### src/rtl/dec_pkg.sv
// Shared types for the fetch/decode front end.
// Widths, fetch FSM states and the queued fetch entry.
package dec_pkg;

    localparam int INSTR_W = 64;
    localparam int WORD_W  = 32;
    localparam int PC_W    = 64;
    localparam int ENTRY_W = PC_W + INSTR_W;

    typedef enum logic [1:0] {
        IDLE = 2'd0,
        LO   = 2'd1,
        HI   = 2'd2,
        DROP = 2'd3
    } fetch_state_t;

    typedef struct packed {
        logic [PC_W-1:0]    pc;
        logic [INSTR_W-1:0] instr;
    } fetch_entry_t;

    function automatic logic [PC_W-1:0] align8(input logic [PC_W-1:0] a);
        return {a[PC_W-1:3], 3'b000};
    endfunction

    function automatic logic [PC_W-1:0] hi_addr(input logic [PC_W-1:0] a);
        return {a[PC_W-1:3], 3'b100};
    endfunction

endpackage

### src/rtl/instr_fetch_fifo.sv
// Synchronous FIFO of assembled fetch entries.
// Push and pop may coincide, including when full; flush empties it.
module fetch_fifo
    import dec_pkg::*;
#(
    parameter int DEPTH = 2,
    parameter int W     = ENTRY_W,
    localparam int CW   = $clog2(DEPTH + 1)
) (
    input  logic          clk_i,
    input  logic          rst_i,
    input  logic          push_i,
    input  logic          pop_i,
    input  logic          flush_i,
    input  logic [W-1:0]  data_i,
    output logic [W-1:0]  data_o,
    output logic [CW-1:0] cnt_o,
    output logic          full_o,
    output logic          empty_o
);

    localparam int PW = (DEPTH > 1) ? $clog2(DEPTH) : 1;

    logic [W-1:0]  mem_q [DEPTH];
    logic [PW-1:0] wr_q, wr_d;
    logic [PW-1:0] rd_q, rd_d;
    logic [CW-1:0] cnt_q, cnt_d;
    logic          do_push;
    logic          do_pop;

    function automatic logic [PW-1:0] inc(input logic [PW-1:0] p);
        return (p == PW'(DEPTH - 1)) ? '0 : p + 1'b1;
    endfunction

    assign empty_o = (cnt_q == '0);
    assign full_o  = (cnt_q == CW'(DEPTH));
    assign cnt_o   = cnt_q;
    assign data_o  = mem_q[rd_q];

    assign do_pop  = pop_i && !empty_o;
    assign do_push = push_i && (!full_o || do_pop);

    always_comb begin
        wr_d  = wr_q;
        rd_d  = rd_q;
        cnt_d = cnt_q;
        if (do_push) begin
            wr_d = inc(wr_q);
        end
        if (do_pop) begin
            rd_d = inc(rd_q);
        end
        unique case ({do_push, do_pop})
            2'b10:   cnt_d = cnt_q + 1'b1;
            2'b01:   cnt_d = cnt_q - 1'b1;
            default: cnt_d = cnt_q;
        endcase
        if (flush_i) begin
            wr_d  = '0;
            rd_d  = '0;
            cnt_d = '0;
        end
    end

    always_ff @(posedge clk_i) begin
        if (rst_i) begin
            wr_q  <= '0;
            rd_q  <= '0;
            cnt_q <= '0;
        end else begin
            wr_q  <= wr_d;
            rd_q  <= rd_d;
            cnt_q <= cnt_d;
        end
    end

    always_ff @(posedge clk_i) begin
        if (rst_i) begin
            for (int i = 0; i < DEPTH; i++) begin
                mem_q[i] <= '0;
            end
        end else if (do_push && !flush_i) begin
            mem_q[wr_q] <= data_i;
        end
    end

endmodule

### src/rtl/instr_fetch.sv
// Fetch stage: two 32-bit beats per 64-bit instruction, queued for decode.
// Redirects flush the queue; an in-flight request is drained in DROP.
module instr_fetch
    import dec_pkg::*;
#(
    parameter logic [63:0] RESET_PC   = 64'h0,
    parameter int          FIFO_DEPTH = 2
) (
    input  logic        clk_i,
    input  logic        rst_i,
    input  logic        fetch_en_i,
    input  logic        redirect_i,
    input  logic [63:0] redirect_pc_i,
    output logic        mem_req_o,
    output logic [63:0] mem_addr_o,
    input  logic        mem_ack_i,
    input  logic [31:0] mem_rdata_i,
    output logic        instr_valid_o,
    input  logic        instr_ready_i,
    output logic [63:0] instr_o,
    output logic [63:0] instr_pc_o
);

    localparam int CW = $clog2(FIFO_DEPTH + 1);

    fetch_state_t        state_q, state_d;
    logic [PC_W-1:0]     pc_q, pc_d;
    logic [PC_W-1:0]     addr_q, addr_d;
    logic [WORD_W-1:0]   low_q, low_d;

    logic                push;
    logic                xfer;
    logic                room_after;
    logic                fifo_full;
    logic                fifo_empty;
    logic [CW-1:0]       fifo_cnt;
    fetch_entry_t        push_ent;
    fetch_entry_t        head_ent;
    logic [ENTRY_W-1:0]  head_raw;

    assign xfer          = instr_valid_o && instr_ready_i;
    assign instr_valid_o = !fifo_empty;
    assign mem_req_o     = (state_q != IDLE);
    assign mem_addr_o    = addr_q;

    assign push_ent.pc    = pc_q;
    assign push_ent.instr = {mem_rdata_i, low_q};
    assign head_ent       = head_raw;
    assign instr_o        = head_ent.instr;
    assign instr_pc_o     = head_ent.pc;

    // Room once this cycle's push and pop have both landed.
    assign room_after = xfer ? !fifo_full
                             : (fifo_cnt < CW'(FIFO_DEPTH - 1));

    always_comb begin
        state_d = state_q;
        pc_d    = pc_q;
        addr_d  = addr_q;
        low_d   = low_q;
        push    = 1'b0;
        unique case (state_q)
            IDLE: begin
                if (fetch_en_i && !fifo_full) begin
                    state_d = LO;
                    addr_d  = pc_q;
                end
            end
            LO: begin
                if (mem_ack_i) begin
                    low_d   = mem_rdata_i;
                    state_d = HI;
                    addr_d  = hi_addr(pc_q);
                end
            end
            HI: begin
                if (mem_ack_i) begin
                    push = 1'b1;
                    pc_d = pc_q + 64'd8;
                    if (fetch_en_i && room_after) begin
                        state_d = LO;
                        addr_d  = pc_q + 64'd8;
                    end else begin
                        state_d = IDLE;
                    end
                end
            end
            DROP: begin
                if (mem_ack_i) begin
                    state_d = IDLE;
                end
            end
            default: state_d = IDLE;
        endcase
        // A live request cannot be withdrawn, so it is drained in DROP.
        if (redirect_i) begin
            push   = 1'b0;
            pc_d   = align8(redirect_pc_i);
            addr_d = addr_q;
            low_d  = low_q;
            if (state_q == IDLE || mem_ack_i) begin
                state_d = IDLE;
            end else begin
                state_d = DROP;
            end
        end
    end

    always_ff @(posedge clk_i) begin
        if (rst_i) begin
            state_q <= IDLE;
            pc_q    <= RESET_PC;
            addr_q  <= '0;
            low_q   <= '0;
        end else begin
            state_q <= state_d;
            pc_q    <= pc_d;
            addr_q  <= addr_d;
            low_q   <= low_d;
        end
    end

    fetch_fifo #(
        .DEPTH (FIFO_DEPTH),
        .W     (ENTRY_W)
    ) u_fifo (
        .clk_i   (clk_i),
        .rst_i   (rst_i),
        .push_i  (push),
        .pop_i   (xfer),
        .flush_i (redirect_i),
        .data_i  (push_ent),
        .data_o  (head_raw),
        .cnt_o   (fifo_cnt),
        .full_o  (fifo_full),
        .empty_o (fifo_empty)
    );

endmodule

### config.mk
export PLATFORM = sky130hd
export DESIGN_NAME = instr_fetch
export DESIGN_NICKNAME = d
export VERILOG_FILES = /design/src/rtl/dec_pkg.sv /design/src/rtl/instr_fetch_fifo.sv /design/src/rtl/instr_fetch.sv
export SDC_FILE = /design/constraint.sdc
export NUM_CORES = 1
export LEC_CHECK = 0
export CAP_MARGIN = 20
export CELL_PAD_IN_SITES_DETAIL_PLACEMENT = 1
export CELL_PAD_IN_SITES_GLOBAL_PLACEMENT = 1
export CORE_UTILIZATION = 45
export CTS_CLUSTER_DIAMETER = 40
export DETAILED_ROUTE_END_ITERATION = 8
export PLACE_DENSITY_LB_ADDON = 0.12
export SLEW_MARGIN = 30
export SYNTH_ARGS = -nofsm -noshare
export SYNTH_HDL_FRONTEND = slang
export SYNTH_SLANG_ARGS = --single-unit
### constraint.sdc
create_clock -name clk_i -period 32.9 [get_ports clk_i]
set_clock_uncertainty 0.1 [all_clocks]
set_input_delay 4.935 -clock clk_i [delete_from_list [all_inputs] [get_ports clk_i]]
set_output_delay 4.935 -clock clk_i [all_outputs]
set_load 0.03 [all_outputs]
==> results.txt, run 1 <==
The slowest stage of the critical path is the sky130_fd_sc_hd__dfxtp_4 cell. At the end of routability-driven placement, the weighted congestion stood at just over 0.9. The number of top-level pins came out at just under 300. In this run the cell area of the synthesized design comes to ~20000 µm². The area of the core came out at 44200 µm². The library cell with the largest summed area after synthesis is sky130_fd_sc_hd__edfxtp_1. The final layout net count came out at ~2200. The die width came out at ~210 µm. The run finished with clean final reports.

The number of antenna violations at the first check in global routing is 1. The number of hold-repair buffers added at the cts stage is 0. After the first detailed-routing iteration, the DRC count stood at 1452. The cell class contributing the biggest share of worst-path delay is buffers and inverters. The number of flip-flops and latches in the synthesized netlist came out at 412.

In this run the worst hold path is classified as flip-flop to flip-flop. The die height is 214 µm. The max-slew violation count is 0. The number of synthesized flops with an enable pin is 250. The CTS buffer count is 60. Summed over its instances, the top area cell type makes up around 37% of the synthesized netlist area. The sequential share of the synthesized area came out at a little over half. The number of distinct library cell variants in the gate-level netlist after synthesis is 74. The measured slew at the worst slew-check pin came out at just over 1 ns. For this block, the via count after detailed routing is 16600.

The multi-input combinational cells in the finished layout cover a total of 8590 µm². Ranked by total cell area, the synthesized netlist is headed by sky130_fd_sc_hd__edfxtp_1 (37%), sky130_fd_sc_hd__dfxtp_1 (16%), sky130_fd_sc_hd__and2_1 (7.5%), sky130_fd_sc_hd__mux2_2 (7.1%), sky130_fd_sc_hd__clkbuf_1 (2.9%). The layout overhead on the synthesized area is 26.4%.

Entering global routing, the biggest net connects 96 pins. The highest clock frequency the design can meet is approximately 120 MHz. The number of setup buffers added after CTS is 0.

The type of the worst setup path is flip-flop to output port. For this run, design rule violations remaining after detail routing come to 0. The largest single stage delay on the critical path is between 0.9 and 1 ns. The clock-pin slew on the worst setup and hold paths is 0.05 ns. The global-route wire length before repair came out at ~100000 µm.

CTS placed an instance of sky130_fd_sc_hd__clkbuf_16 at the clock tree root. In the synthesized netlist the dominant register cell turns out to be sky130_fd_sc_hd__edfxtp_1. The number of standard-cell rows in the floorplan is 77. The worst supply voltage drop on vdd is between 0.00003 and 0.00004 V. Setup repair after global routing left no endpoint under its margin. The worst slew margin relative to its limit came out at approximately a third. In this run the worst path has a maximum fanout of 69.

The total buffers and inverters traversed by the critical path came out at 2. The length of the first detailed-routing pass in iterations came out at 7. Each instance of the synthesized netlist takes up on average around 10 µm². The remaining global-route overflow is 0.

The number of H-tree levels is 2. The final hold violation count came out at 0. The fraction of the cycle the final worst path needs is roughly a quarter.

The effective utilization at floorplan came out at a little under half. The count of buffers from port buffering is roughly 290. The post-DP HPWL is between 40000 and 50000 µm. Setup violations remaining at the end of the flow were counted as 0. Hold is met by around 0.36 ns.

The total leakage power came out at around 8.9 nW. The total number of yosys warnings is 0. The data arrival time of the critical path came out at 3.33 ns. The gate count after technology mapping is about 1900. The post-cts resize count came out at 0.

The setup TNS after final layout is 0 ns. The area enclosed by the die boundary came out at 45600 µm². TritonCTS built the clock tree. The source-to-sink clock delay at the later pin of the worst-skew pair is 0.61 ns. The critical path goes through buf_6 > mux2_2 > clkdlybuf4s50_1.

In the routed layout, each cell is associated on average with a via count of around 6. The routed wire length per instance came out at approximately 25 µm. The number of max-capacitance violations reported came out at 0. The worst setup path is captured at an output port. The number of global-route vias before repair is roughly 17000. In the final layout, flip-flops and latches occupy between 10000 and 15000 µm².

In the final layout, the share of cells above drive strength 1 is between 10% and 20%. The clock sink count is approximately 410. Counting the fill cells in the layout gives 4605. The final period demand of the worst path is about 8.4 ns. The overall fraction of global-route tracks in use came out at slightly below 30%. The share of async-settable or async-resettable flops after synthesis came out at 0%.

The routed design has 68200 µm of wire. The worst setup path is launched from a flip-flop. The largest buffer count on any clock path is 3.

The power density normalized to cell area came out at approximately 56 nW/µm². The antenna violation net count after detailed routing is 0. The worst endpoint required time is 27.86 ns.
-- area by class of cell --
| cell class | count | share of cell area [%] |
|---|---|---|
| antenna | 1 | 0.00983 |
| clock buffer | 76 | 6.42 |
| clock inverter | 36 | 1.98 |
| inverter | 25 | 0.369 |
| multi-input combinational | 1298 | 33.7 |
| sequential | 412 | 42.2 |
| tap | 592 | 2.91 |
| timing repair buffer | 315 | 12.3 |
-- tightest hold or removal path: stages (launching register included) --
cell and delay [ns]:
sky130_fd_sc_hd__dfxtp_1 0.31, sky130_fd_sc_hd__nand2_1 0.05, sky130_fd_sc_hd__a21oi_1 0.05
-- where the power goes --
group	internal (mW)	switching, mW	leakage, nW
Combinational	0.0587	0.0938	3.95
Sequential	0.571	0.0266	3.91
Clock	0.438	0.245	1.03
-- sequential cells by signal, indices dropped and copies added (netlist names), named ones only --
register	flops
u_fifo.wr_q	1
state_q	2
u_fifo.rd_q	1
u_fifo.mem_q	250
mem_addr_o	62
u_fifo.cnt_o	2
pc_q	61
low_q	32
-- synth_stat cells (all sizes together) (14+ instances only) --
cell type    n
a211oi      47
a21oi       69
a311oi      44
a31oi       15
and2       242
and3        28
buf         36
clkbuf     154
dfxtp      162
edfxtp     250
inv         24
mux2       127
mux2i       16
nand2      127
nand3       47
nand4       60
nor2       141
nor3        50
nor4        42
o21ai       50
or3         20
or4         23
xnor2       14
xor2        17
-- cells in the final DEF, fill, tap and decap left out, types with 10 or more instances in the layout --
cell / synthesis / layout
sky130_fd_sc_hd__nor4_1: 38 / 38
sky130_fd_sc_hd__nor3_1: 49 / 47
sky130_fd_sc_hd__nor2_1: 140 / 139
sky130_fd_sc_hd__or4_1: 22 / 22
sky130_fd_sc_hd__a211oi_1: 47 / 47
sky130_fd_sc_hd__clkbuf_16: 0 / 62
sky130_fd_sc_hd__clkbuf_1: 154 / 11
sky130_fd_sc_hd__buf_4: 8 / 22
sky130_fd_sc_hd__nand3_1: 47 / 47
sky130_fd_sc_hd__nand2_1: 126 / 124
sky130_fd_sc_hd__or3_1: 20 / 20
sky130_fd_sc_hd__nand4_1: 57 / 57
sky130_fd_sc_hd__a311oi_1: 42 / 42
sky130_fd_sc_hd__and4_1: 13 / 13
sky130_fd_sc_hd__xor2_1: 17 / 17
sky130_fd_sc_hd__mux2i_1: 16 / 16
sky130_fd_sc_hd__dfxtp_1: 162 / 161
sky130_fd_sc_hd__o31ai_1: 11 / 11
sky130_fd_sc_hd__bufinv_16: 0 / 11
sky130_fd_sc_hd__xnor2_1: 14 / 14
sky130_fd_sc_hd__a31oi_1: 15 / 15
sky130_fd_sc_hd__mux2_2: 127 / 127
sky130_fd_sc_hd__a221oi_1: 10 / 10
sky130_fd_sc_hd__and3_1: 28 / 28
sky130_fd_sc_hd__a21oi_1: 69 / 69
sky130_fd_sc_hd__o21ai_0: 50 / 48
sky130_fd_sc_hd__edfxtp_1: 250 / 250
sky130_fd_sc_hd__and2_1: 241 / 241
sky130_fd_sc_hd__inv_1: 24 / 23
sky130_fd_sc_hd__clkdlybuf4s50_1: 0 / 285
-- kinds of logic (layout without fill, tap and decap cells) --
kind of cell / Yosys count / after routing / synth area share (%)
AO/OA/AOI/OAI: 299 / 299 / 10.3
XOR/XNOR: 31 / 31 / 1.35
adder cells (fa/ha/maj): 8 / 8 / 0.497
buffers and inverters: 215 / 452 / 4.31
flip-flops: 412 / 412 / 53.4
multiplexers: 143 / 143 / 7.89
other: 1 / 6 / 0.0186
AND/OR/NAND/NOR: 812 / 812 / 22.2
-- per-stage QoR --
| step | power [mW] | area [µm²] | instances | setup WS [ns] | util [%] |
|---|---|---|---|---|---|
| floorplan | 0.689 | 20200 | 1925 | 17.58 | - |
| global route | 1.48 | 25500 | 2755 | 24.38 | 57.6 |
| CTS | 1.44 | 25500 | 2754 | 24.23 | 57.6 |
| detailed placement | 0.758 | 23300 | 2642 | 24.78 | 52.7 |
| global placement | 0.752 | 23200 | 2638 | 24.34 | 52.5 |
| finish | 1.43 | 25500 | 2755 | 24.54 | 57.6 |
-- path summary, 6_finish.rpt --
kind,from,to,slack (ns),cells past startpoint
worst max-delay path,flip-flop,instr_pc_o[28],24.54,3
worst max register to register,pc_q[3],pc_q[55],29.12,6
worst min-delay path,mem_addr_o[2],mem_addr_o[2],0.36,2
worst min register to register,mem_addr_o[2],mem_addr_o[2],0.36,2
-- routing by layer --
metal | global-route usage (%) | vias up | share of wire [%]
met3 | 5.14 | 132 | 6.1
met1 | 37.1 | 8426 | 41
li1 | - | 7422 | -
met4 | 11.2 | 0 | 3.2
met5 | 0 | - | 0
met2 | 50.6 | 605 | 49
Note: power is estimated with default switching activity, not from simulation.
==> inputs of run 2 (changes only) <==
- CORE_UTILIZATION: 45 -> 43
- clock period: 32.9 -> 7.95 ns (I/O delays scaled with it)
==> run 2 against run 1 <==
Compared with the run above:
- hold slack got worse by 0.00074 ns
- die area grew 4.6%
- count of clock-buffer cells in the layout rose by 10
- critical path type unchanged
- sequential share of layout area down 0.24 points
- largest cell class unchanged
- first-iteration DRC count shrank 17%
- routed wire length shrank 3.0%
- final cell count is 0.62% higher
==> results.txt, run 2 (synthesized netlist as in run 1, its figures left out) <==
The flow ran to the end, and the final reports show no timing, DRC or antenna violations. The clock tree from TritonCTS is yes. In this run the critical register-to-register path is launched from pc_q[3]. The die width is 218 µm (+2.3%). The largest buffer count on any clock path is 3 (unchanged). The post-cts resize count came out at 0 (unchanged). The CTS buffer count is 67 (+12%).

The die height came out at 218 µm (+2.3%). The area of the core is 45800 µm² (+3.5%). The number of antenna violations at the first check in global routing came out at 0 (-1). The worst endpoint required time is 6.66 ns (-21.20 ns).

The clock-pin slew on the worst setup and hold paths is 0.05 ns (about the same). The worst supply voltage drop on vdd is 0.000170 V (+380%). The count of buffers from port buffering came out at 287 (unchanged).

In this run the clock root is driven by a sky130_fd_sc_hd__clkbuf_16. The flop-to-flop setup slack is 4.12 ns (-25.00 ns). The antenna violation net count after detailed routing was 0 (unchanged). Leaving out fill and tap cells, the most frequent cells in the layout are sky130_fd_sc_hd__clkdlybuf4s50_1 (285), sky130_fd_sc_hd__edfxtp_1 (250), sky130_fd_sc_hd__and2_1 (240), sky130_fd_sc_hd__dfxtp_1 (161), sky130_fd_sc_hd__nor2_1 (139). The library cell used most frequently in the layout, excluding fill and tap cells, is sky130_fd_sc_hd__clkdlybuf4s50_1.

The total leakage power came out at 8.96 nW (+0.70%). The number of H-tree levels is 3 (+1). The DRC violations left came out at 0 (unchanged). The setup fix buffers added after clock tree synthesis came out at 0 (unchanged).

The post-DP HPWL was 42700 µm (-2.4%). The vias per cell came out at 5.91 (-1.8%). The overall fraction of global-route tracks in use came out at 27.7% (-1.8 points). The critical path is of the flip-flop to output port type. The number of filler instances in the final layout is 4804 (+4.3%). The remaining global-route overflow is 0 (unchanged). The final hold violation count is 0 (unchanged). The largest register by flop count is u_fifo.mem_q. For the finished layout, the period the worst path requires is about 4.3 ns. The power density normalized to cell area came to 237 nW/µm² (+320%). The number of hold-repair buffers added at the cts stage was 0 (unchanged). The share of post-route cells with drive strength above 1 is 13.7% (+0.64 points). The aggregate routed wire length is 66100 µm (-3.0%). The highest clock frequency the design can meet is around 230 MHz. The global-route wire length before repair is 101000 µm (-1.1%). The class of the tightest hold or removal check is flip-flop to flip-flop. The number of global-route vias before repair came out at 17100 (-1.2%).

The most critical setup path has its endpoint at instr_pc_o[32]. The clock sink count came out at 412 (unchanged). The worst register-to-register path ends at mem_addr_o[47]. The final core area utilization came out at 56.0% (-1.6 points).

The flip-flop count of the largest register, all copies and words added came out at 250 (unchanged). The area enclosed by the die boundary was 47700 µm² (+4.6%). The number of max-capacitance violations reported came out at 0 (unchanged).

The number of standard-cell rows in the floorplan came out at 78 (+1.3%). The final non-filler cell area is 25600 µm² (+0.58%). The source-to-sink clock delay at the later pin of the worst-skew pair is 0.59 ns (-0.02 ns). The length of the first detailed-routing pass in iterations is 5 (-2). The final weighted congestion of routability-driven global placement came out at 0.897 (-2.0%).

The count of final setup violators is 0 (unchanged). The max-slew violation count is 0 (unchanged). The final layout net count was 2225 (+0.14%). The worst path uses a little over half of the clock period. The effective utilization at floorplan is 44.0% (-1.5 points). The number of vias after detailed routing came out at 16400 (-1.2%).

The routed wire length per instance is 23.8 µm (-3.6%). The worst reg2reg path depth came out at 6 (unchanged). The DRC violation total after the first TritonRoute iteration is 1201 (-17%).

Setup repair after global routing left no endpoint under its margin. The measured slew at the worst slew-check pin came out at 0.909 ns (-0.111 ns). The number of top-level pins came out at 296 (unchanged). The maximum fanout along the worst path came to 53 (-23%).

The worst slew margin relative to its limit came out at 39.4% (+7.7 points). The layout overhead on the synthesized area came out at 27.1%. The overall power of the completed layout is 6.06 mW (+320%).

The area of placed instances is 23300 µm² (-0.23%). The pin count of the biggest net entering global routing came out at 118 (+23%). The worst setup path is launched from a flip-flop. The kind of end point of the critical path is an output port. The data arrival time of the critical path came to 3.04 ns (-0.29 ns).
-- run 2: report_power, final --
part	leakage, nW	total (mW)	internal, mW	switching [mW]
Combinational	3.92	0.619	0.240	0.379
Clock	1.12	2.97	1.89	1.08
Sequential	3.91	2.47	2.37	0.109
-- run 2: layer usage --
metal | vias up | share of wire [%] | global-route usage (%)
met5 | - | 0 | 0
met4 | 0 | 2.8 | 10.4
met3 | 122 | 5.8 | 3.97
met2 | 544 | 50 | 47.2
met1 | 8276 | 42 | 35.3
li1 | 7440 | - | -
-- run 2: layout make-up --
cell class              instances  area, µm²  share of cell area [%]
repair buffers                311       3100                    12.1
clock inverters                38        425                    1.66
diodes                          2       5.00                  0.0195
well taps                     600        751                    2.93
inverters                      25       93.8                   0.366
flip-flops and latches        412      10800                    42.0
clock buffers                  86       1880                    7.35
multi-input cells            1298       8600                    33.6
-- run 2: stage by stage --
stage	hold WS [ns]	setup slack (ns)	setup TNS [ns]	std cells
global placement	0.346	3.37	0	2644
CTS	0.363	3.54	0	2769
global route	0.383	3.50	0	2770
finish	0.357	3.62	0	2772
floorplan	0.340	-0.257	-64.25	1925
detailed placement	0.357	3.31	0	2645
-- run 2: worst max-delay path: stages (launching register included) --
cell                              delay (ns)
sky130_fd_sc_hd__dfxtp_4                0.68
sky130_fd_sc_hd__buf_4                  0.66
sky130_fd_sc_hd__mux2_2                 0.43
sky130_fd_sc_hd__clkdlybuf4s50_1        0.60
-- run 2: worst min path at each step --
stage | to | slack [ns] | startpoint | depth (start not counted)
detailed placement | mem_addr_o[2] | 0.36 | mem_addr_o[2] | 2
global route | low_q[18] | 0.38 | low_q[18] | 2
CTS | mem_addr_o[2] | 0.36 | mem_addr_o[2] | 2
global placement | mem_addr_o[2] | 0.35 | mem_addr_o[2] | 2
floorplan | low_q[0] | 0.34 | low_q[0] | 2
finish | mem_addr_o[2] | 0.36 | mem_addr_o[2] | 2
==> inputs of run 3 (changes only) <==
- CORE_UTILIZATION: 43 -> 39
- clock period: 7.95 -> 3.55 ns (I/O delays scaled with it)
==> run 3 against run 2 <==
Compared with the run above:
- combinational power increased by 140%
- design area increased by 2.7%
- non-clock buffer count increased by 58
- sequential share of layout area is 1.1 points lower
- critical path depth increased by 2
- setup slack worse by 3.2 ns
- sequential power increased by 120%
==> results.txt, run 3 (synthesized netlist as in run 1, its figures left out) <==
The startpoint identified for the worst hold timing path is mem_addr_o[2]. The setup fix buffers added after clock tree synthesis is 0 (unchanged). The worst slew margin relative to its limit is 41.7% (+2.3 points). The final critical path takes up between 80% and 90% of the cycle.

The peak per-stage delay on the critical path is 0.61 ns (-0.07 ns). The worst slack at placement was 0.415 ns (-2.89 ns). The end of the worst hold path is mem_addr_o[2]. The number of vias after detailed routing is 16700 (+2.2%).

The flop-to-flop setup slack is 0.43 ns (-3.69 ns). The antenna violation net count after detailed routing is 0 (unchanged). The number of hold-repair buffers added at the cts stage is 0 (unchanged). The count of buffers from port buffering is 287 (unchanged). The worst supply voltage drop on vdd came out at 0.000265 V (+56%). The effective utilization at floorplan is 39.8% (-4.2 points). The run finished with clean final reports. In this run the worst hold path is classified as flip-flop to flip-flop.

The max-slew violation count is 0 (unchanged). The data arrival time of the critical path is 3.52 ns (+0.48 ns). The final hold violation count is 0 (unchanged).

The global-route wire length before repair is 105000 µm (+4.3%). The routed wire length per instance came to 23.9 µm (about the same). The length of the first detailed-routing pass in iterations is 5 (unchanged).

The number of antenna violations at the first check in global routing was 1 (+1). The DRC violation total after the first TritonRoute iteration came out at 1143 (-4.8%). The vias per cell was 5.75 (-2.6%). The number of top-level pins came out at 296 (unchanged). The final-layout worst hold slack is 0.360 ns (+0.00222 ns). The flip-flop count of the largest register, all copies and words added is 250 (unchanged). The measured slew at the worst slew-check pin is 0.875 ns (-0.0347 ns). The die width is 229 µm (+5.0%). The library cell used most frequently in the layout, excluding fill and tap cells, is sky130_fd_sc_hd__clkdlybuf4s50_1. The total leakage power is 9.32 nW (+4.0%). The source-to-sink clock delay at the later pin of the worst-skew pair is 0.61 ns (+0.02 ns).

The number of filler instances in the final layout is 5362 (+12%). The clock sink count is 412 (unchanged). The remaining global-route overflow came out at 0 (unchanged). The post-cts resize count is 0 (unchanged). The layout overhead on the synthesized area is 30.6%. The number of max-capacitance violations reported is 0 (unchanged). The hold-critical path depth was 2 (unchanged).

The cell sitting at the root of the clock tree is a sky130_fd_sc_hd__clkbuf_16. The maximum fanout along the worst path is 12 (-77%). The highest clock frequency the design can meet came out at about 320 MHz.

The destination of the worst register-to-register timing path is mem_addr_o[62]. The number of global-route vias before repair is 17500 (+2.2%). By startpoint and endpoint, the worst setup path is classified as flip-flop to flip-flop. The worst path in the final design needs a cycle of between 3 and 4 ns, including I/O delays and setup. Setup repair after global routing left no endpoint under its margin.

The area of the core is 50600 µm² (+11%). The power density normalized to cell area is 524 nW/µm² (+120%). The CTS buffer count came out at 71 (+6.0%).

The final weighted congestion of routability-driven global placement came to 0.896 (-0.11%). The largest individual stage delay along the critical path comes from the cell sky130_fd_sc_hd__or4_1. The count of final setup violators was 0 (unchanged). The startpoint type of the worst setup path is a flip-flop. Traced cell by cell, the critical path runs through nand4_1 > nor3_2 > nand4_1 > or4_1 > a311oi_1. The worst reg2reg path depth came to 5 (-1). The clock-pin slew on the worst setup and hold paths is 0.05 ns (about the same). The pin count of the biggest net entering global routing came to 171 (+45%). The largest buffer count on any clock path was 3 (unchanged). The minimum setup slack in the final design came out at 0.427 ns (-3.19 ns). Among the stages of the critical path, the cell type that occurs most often is sky130_fd_sc_hd__nand4_1. The overall fraction of global-route tracks in use is 26.1% (-1.5 points). The worst endpoint required time is 3.95 ns (-2.71 ns). The number of standard-cell rows in the floorplan came to 82 (+5.1%).

The final layout net count came out at 2287 (+2.8%). The post-DP HPWL came out at 46100 µm (+8.1%). The worst setup path is captured at a flip-flop.

TritonCTS built the clock tree. The worst register-to-register path begins at pc_q[35]. The share of post-route cells with drive strength above 1 is 15.7% (+2.1 points). More flip-flops sit in one register than any other, and that register is u_fifo.mem_q. The setup TNS after final layout came out at 0 ns (unchanged). The library cells used most frequently in the layout, excluding fill and tap cells, are sky130_fd_sc_hd__clkdlybuf4s50_1 (285), sky130_fd_sc_hd__edfxtp_1 (250), sky130_fd_sc_hd__and2_1 (241), sky130_fd_sc_hd__dfxtp_1 (161), sky130_fd_sc_hd__nor2_1 (139). The DRC violations left came to 0 (unchanged).

The aggregate routed wire length is 69400 µm (+5.0%). The area enclosed by the die boundary came out at 52600 µm² (+10%). The die height is 229 µm (+5.0%). The number of H-tree levels is 3 (unchanged).
[run 3: changes by cell type in the layout (fill, tap and decap cells not counted), moves of 2 or more]
cell / previous run / this run
sky130_fd_sc_hd__buf_16: 2 / 0
sky130_fd_sc_hd__buf_6: 3 / 1
sky130_fd_sc_hd__inv_6: 10 / 6
sky130_fd_sc_hd__buf_12: 0 / 15
sky130_fd_sc_hd__clkinv_1: 3 / 7
sky130_fd_sc_hd__clkbuf_1: 10 / 15
sky130_fd_sc_hd__buf_4: 20 / 67
sky130_fd_sc_hd__inv_8: 0 / 2
[run 3: critical path, delay by kind of cell, from the launching register on]
| family | cells | cell delay, ns |
|---|---|---|
| simple gates | 4 | 2.05 |
| compound gates | 1 | 0.27 |
| flops | 1 | 0.60 |
[run 3: cell type report]
type | instances | area, µm² | area share [%]
antenna | 1 | 2.50 | 0.00951
inverter | 25 | 93.8 | 0.357
tap | 672 | 841 | 3.20
multi-input combinational | 1298 | 8600 | 32.7
timing repair buffer | 369 | 3670 | 14.0
clock inverter | 40 | 424 | 1.61
sequential | 412 | 10800 | 40.9
clock buffer | 92 | 1930 | 7.32
[run 3: report_power, final]
group	switching [mW]	leakage (nW)	internal, mW
Clock	2.52	1.14	4.25
Combinational	0.912	4.26	0.589
Sequential	0.212	3.91	5.30
Total	3.64	9.32	10.1
[run 3: metrics by stage]
| stage | util [%] | power (mW) | std cells | area (µm²) |
|---|---|---|---|---|
| 5_1_grt | 52.0 | 14.2 | 2908 | 26300 |
| 3_3_place_gp | 47.4 | 7.06 | 2776 | 24000 |
| 6_report | 52.0 | 13.8 | 2909 | 26300 |
| 2_1_floorplan | - | 6.35 | 1925 | 20200 |
| 3_5_place_dp | 47.4 | 7.10 | 2776 | 24000 |
| 4_1_cts | 52.0 | 13.9 | 2908 | 26300 |
[run 3: routing by layer]
layer  part of all wire (%)  vias up  track usage (%)
li1                       -     7568                -
met1                     43     8503             33.8
met2                     49      537             44.1
met4                    2.9        0             9.90
met5                      0        -                0
met3                    4.9      131             3.80
[run 3: worst max path at each step]
| stage | start | to | slack, ns | cells after the start |
|---|---|---|---|---|
| finish | pc_q[35] | mem_addr_o[62] | 0.43 | 5 |
| global route | pc_q[35] | pc_q[55] | 0.25 | 6 |
| CTS | flip-flop | instr_o[22] | 0.45 | 3 |
| detailed placement | mem_ack_i | u_fifo.mem_q[0][92] | 0.42 | 7 |
| global placement | mem_ack_i | u_fifo.mem_q[0][92] | 0.46 | 7 |
| floorplan | redirect_i | u_fifo.mem_q[1][0] | -0.16 | 5 |
